`src/rtl/stream_demux.sv`:
```
// stream_demux: 1:N valid/ready stream demultiplexer with a one-entry
// registered slot per output channel, broadcast mode and a saturating
// counter of beats dropped for an out-of-range select.
module stream_demux #(
  parameter  int N_CH  = 8,
  parameter  int DW    = 8,
  localparam int SEL_W = $clog2(N_CH)
) (
  input  logic               clk,
  input  logic               rst_n,
  input  logic               in_valid,
  output logic               in_ready,
  input  logic [DW-1:0]      in_data,
  input  logic [SEL_W-1:0]   in_sel,
  input  logic               in_bcast,
  output logic [N_CH-1:0]    out_valid,
  input  logic [N_CH-1:0]    out_ready,
  output logic [N_CH*DW-1:0] out_data,
  output logic [7:0]         drop_cnt
);

  logic [N_CH-1:0]          full_q, full_d;
  logic [N_CH-1:0][DW-1:0]  data_q, data_d;
  logic [7:0]               drop_cnt_q, drop_cnt_d;

  logic [N_CH-1:0]          sel_hit;
  logic [N_CH-1:0]          free;
  logic [N_CH-1:0]          load;
  logic                     sel_ok;
  logic                     fire;
  logic                     drop;

  // One-hot decode of the select; an out-of-range select hits no channel,
  // which avoids a magnitude compare that is constant for power-of-2 N_CH.
  for (genvar gi = 0; gi < N_CH; gi++) begin : g_sel
    assign sel_hit[gi] = (in_sel == SEL_W'(gi));
  end

  assign sel_ok = |sel_hit;
  // A slot can take a new beat if it is empty or being drained this edge.
  assign free   = ~full_q | out_ready;

  // Input ready: broadcast needs every slot, unicast only its own slot, and
  // an out-of-range beat is always taken so it can be discarded.
  always_comb begin
    in_ready = 1'b1;
    if (in_bcast) begin
      in_ready = &free;
    end else if (sel_ok) begin
      in_ready = |(sel_hit & free);
    end
  end

  assign fire = in_valid & in_ready;
  assign drop = fire & ~in_bcast & ~sel_ok;
  assign load = fire ? (in_bcast ? {N_CH{1'b1}} : sel_hit) : '0;

  // Next slot state: load wins over drain, so a simultaneous drain and load
  // replaces the beat with no bubble; the drop counter saturates at 255.
  always_comb begin
    full_d     = load | (full_q & ~out_ready);
    data_d     = data_q;
    drop_cnt_d = drop_cnt_q;
    for (int i = 0; i < N_CH; i++) begin
      if (load[i]) begin
        data_d[i] = in_data;
      end
    end
    if (drop && (drop_cnt_q != 8'hFF)) begin
      drop_cnt_d = drop_cnt_q + 8'd1;
    end
  end

  // Slot and counter registers; reset discards all held beats immediately.
  always_ff @(posedge clk or negedge rst_n) begin
    if (!rst_n) begin
      full_q     <= '0;
      data_q     <= '0;
      drop_cnt_q <= '0;
    end else begin
      full_q     <= full_d;
      data_q     <= data_d;
      drop_cnt_q <= drop_cnt_d;
    end
  end

  assign out_valid = full_q;
  assign out_data  = data_q;
  assign drop_cnt  = drop_cnt_q;

endmodule

```
`config.mk`:
```
export PLATFORM = sky130hd
export DESIGN_NAME = stream_demux
export DESIGN_NICKNAME = d
export VERILOG_FILES = /design/src/rtl/stream_demux.sv
export SDC_FILE = /design/constraint.sdc
export NUM_CORES = 1
export LEC_CHECK = 0
export BUFFER_PORTS_ARGS = -buffer_cell sky130_fd_sc_hd__buf_2
export CORE_MARGIN = 5
export CORE_UTILIZATION = 39
export CTS_CLUSTER_DIAMETER = 120
export DETAILED_ROUTE_END_ITERATION = 8
export SLEW_MARGIN = 15
export SYNTH_ARGS = -nofsm -noshare
export SYNTH_HDL_FRONTEND = slang
export SYNTH_SLANG_ARGS = --single-unit
```
`constraint.sdc`:
```
create_clock -name clk -period 6.56 [get_ports clk]
set_input_delay 1.968 -clock clk [delete_from_list [all_inputs] [get_ports clk]]
set_output_delay 1.968 -clock clk [all_outputs]
set_load 0.01 [all_outputs]
```
Word level (Yosys, flattened, before mapping)
Cells that the tools add are included.
- muxes and demuxes: 4
- $add $sub $neg: 1
- bitwise logic cells: 11
- equality and inequality tests: 8
- reduce and logical (&&, ||, !) cells: 5
- operators with widths (kind ; count):
    8-bit AND ; 2
    8-bit two-way mux ; 2
    8-bit NOT ; 2
    8-bit OR ; 2
    8-bit OR reduction ; 2
    3-bit equality test, second input constant ; 4
    8-bit by 1-bit adder with 8-bit output, second input constant ; 1
    8-bit inequality test, second input constant ; 1
    8-bit AND reduction ; 1
    3-bit by 2-bit equality test with 1-bit output, second input constant ; 2
    1-bit AND ; 3
    3-bit by 1-bit equality test with 1-bit output, second input constant ; 1
    3-bit logical NOT ; 1
    1-bit two-way mux ; 2
    1-bit NOT ; 2
    1-bit logical AND ; 1
- register bits after elaboration: 80
- word-level logic and storage cells: 39
- input port bits: 23
- output and inout bits: 81

Depth between registers and ports, before layout
- word-level depth: 10
- depth in mapped cells: 7
- mapped depth without buffers: 6

Least setup slack after synthesis
OpenSTA, ideal clock, no wires.
- path type: in2out
- start point: input in_bcast
- end point: output in_ready
- data arrival time: 2.975 ns
- stages on the path: 5
- setup slack: 1.617 ns
- cells stage by stage: buf_2 -> nand2_1 -> or4_1 -> buf_4 -> nand2_1
- word-level cells in the longest chain between the ends: 1
- ends and longest elaborated chain (item ; line ; source):
    start: declaration ; 15 ; input logic in_bcast,
    1-bit two-way mux ; 47 ; if (in_bcast) begin
    end: declaration ; 12 ; output logic in_ready,
No other way between the ends.

Final worst setup path
- start point: input in_sel[1]
- end point: output in_ready
- word-level cells in the longest chain between the ends: 5
- ends and longest elaborated chain (item ; line ; source):
    start: declaration ; 14 ; input logic [SEL_W-1:0] in_sel,
    3-bit by 1-bit equality test with 1-bit output (tied with other cells) ; 36 ; assign sel_hit[gi] = (in_sel == SEL_W'(gi));
    8-bit AND ; 50 ; in_ready = |(sel_hit & free);
    8-bit OR reduction ; 50 ;
    1-bit two-way mux * ; 49 ; end else if (sel_ok) begin
    1-bit two-way mux * ; 47 ;
Mark *: on every way between the ends. The rest lies on a longest branch, timed or not.

==> impl_metrics.toml <==
[final_layout]
utilization = 0.490
area_delta_synth_final_pct = 22.8
diodes = 0
nNetsFinal = 342
drive_gt1_frac = 0.596
layout_common_cells = "102 x buf_2, 80 x dfrtp_1, 56 x mux2_2"
regArea_sq_mm = 0.00200
layout_commonest_cell = "buf_2"
fillers = 774
multi_input_area_sq_mm = 0.00116

[grt]
track_usage = 0.153
grt_pass1_vias = 2212
grt_pass1_wl_um = 11900
antenna_found_initial = 0
grt_max_degree = 81
overflow = 0

[clock_tree]
cts.clk_slew.worst_paths_ns = 0.08
tritoncts = "built"
clock_sinks = 80
cts_buffer_depth = 2
numCtsBuffers = 9
root_buffer = "clkbuf_8"
htreeDepth = 3
cts-hold-fix-buffers = 0
cts_setup_buffers = 0
cts_resized = 0
clk-insertion-delay-late_ns = 0.34

[setup_path]
critPathCapture = "in_ready"
regToRegStartpoint = "out_valid[5]"
worst_setup_path_end_kind = "output port"
r2r_end = "out_data[22]"
crit_path_max_fanout = 9
startpoint_type = "input pin"
crit_start = "in_sel[1]"
worst-r2r-setup-slack_ns = 4.05
arrival_ns = 3.56
rr_worst_depth = 5
critPathRequiredTime_ns = 4.59
path_class = "input pin to output port"

[floorplanning]
die_height_um = 101
ioPinCount = 104
die_area_sq_mm = 0.0103
num_rows = 33
initial_utilization = 0.399
dieWidth_um = 101
core_area_sq_mm = 0.00818

[sta]
period_minus_slack_ns = 5.53
rsz0062_at_grt = "false"
fin_skew_ns = 0.0127
tightestPinTransition_ns = 0.988
hold_viol = 0
setup_tns_ns = 0
finalSetupViolCount = 0
post-route-period-util = 0.843
slew_headroom = 0.341
slew_viol_final = 0
fmax_ghz = 0.181

[yosys]
synth-async-reset-ratio = 1.00
synthCells = 218
yosys_warnings = 0
ys_seq_area_frac = 0.614
syn-num-nets = 241
syn_area_per_cell_sq_um = 14.9
ys.flop_type = "dfrtp_1"
synth.cell_area_sq_mm = 0.00326
ys_types = 28
synth_edf_count = 0
synth_seq_cells = 80

[job]
drv_cap = 0

[power_and_ir_drop]
p_per_area_mw_per_mm2 = 369
power_mw = 1.48
leakage_nw = 1.97
vdd_drop_max_mv = 0.184

[routing]
wl_um = 7670
drcViolationCount = 0
vias = 2083
vias_per_cell = 4.88
dr.pass1.iters = 4
routedWlPerCell_um = 18.0
ant_nets = 0
drtIter0Drc = 52

[place]
portBuffers = 103
hpwl_um = 5180
place_congestion = 0.923

[run_status]
status = "finished clean"

[worst_hold_path]
hold_path_class = "register to register"
==> layer usage <==
layer | vias to the layer above | GRT usage | wire, um
met1 | 1016 | 0.217 | 3420
met4 | 0 | 0.0583 | 117
met3 | 9 | 0.0599 | 818
met2 | 95 | 0.210 | 3310
met5 | - | 0 | 0
li1 | 963 | - | -
==> cell type report <==
cell class              instances  area share
flip-flops and latches         80       0.500
clock inverters                 4     0.00563
repair buffers                103       0.129
well taps                     105      0.0328
inverters                       8     0.00750
multi-input cells             117       0.290
clock buffers                  10      0.0344
==> per-stage QoR <==
stage                     cells  setup slack, ns  cell area (sq um)  hold slack [ns]
final                       427             1.03               4000            0.376
after detailed placement    413             1.04               3840            0.360
after global placement      413             1.11               3840            0.360
after global routing        427            0.932               4000            0.396
after floorplan             218             1.62               3260            0.494
after CTS                   427             1.04               4000            0.380
==> kinds of logic after synthesis <==
kind of cell           count (synthesis)  share of synthesized area
AO/OA/AOI/OAI                         28                     0.0803
buffers and inverters                 21                     0.0292
flip-flops                            80                      0.614
multiplexers                          65                      0.233
AND/OR/NAND/NOR                       24                     0.0426
==> worst min path at each step <==
stage / start / to / cells past startpoint
6_report: drop_cnt[6] / drop_cnt[6] / 0
5_1_grt: drop_cnt[7] / drop_cnt[7] / 0
4_1_cts: drop_cnt[3] / drop_cnt[3] / 0
3_5_place_dp: drop_cnt[6] / drop_cnt[6] / 0
3_3_place_gp: drop_cnt[0] / drop_cnt[0] / 0
2_1_floorplan: drop_cnt[0] / drop_cnt[0] / 1
==> sequential cells by signal, summed over array words and instances, names as in the netlist <==
name       count
drop_cnt       8
out_valid      8
out_data      64
==> power by group <==
group	total, mW	leakage, nW	switching [mW]	internal (mW)
clock network	0.308	0.0838	0.166	0.142
logic	0.458	0.909	0.224	0.234
registers	0.712	0.972	0.0752	0.637
==> worst max-delay path, cell delays in order <==
cell     delay [ns]
buf_2          0.16
inv_2          0.07
and3_1         0.20
a22oi_1        0.15
a31o_1         0.73
nand2_1        0.11
buf_2          0.17
==> synthesized netlist by cell type (2+ instances only) <==
master / n / area, sq um
a21o_1: 7 / 52.6
a21oi_4: 8 / 130
a22oi_1: 2 / 15.0
and3_1: 2 / 12.5
buf_4: 2 / 15.0
clkbuf_1: 9 / 33.8
dfrtp_1: 80 / 2000
inv_1: 7 / 26.3
mux2_2: 56 / 631
mux2_4: 8 / 120
nand2_1: 7 / 26.3
nand2b_1: 4 / 25.0
nor3_1: 2 / 10.0
nor3b_1: 2 / 15.0
o21ai_0: 9 / 45.0
(Power assumes the default switching activity.)
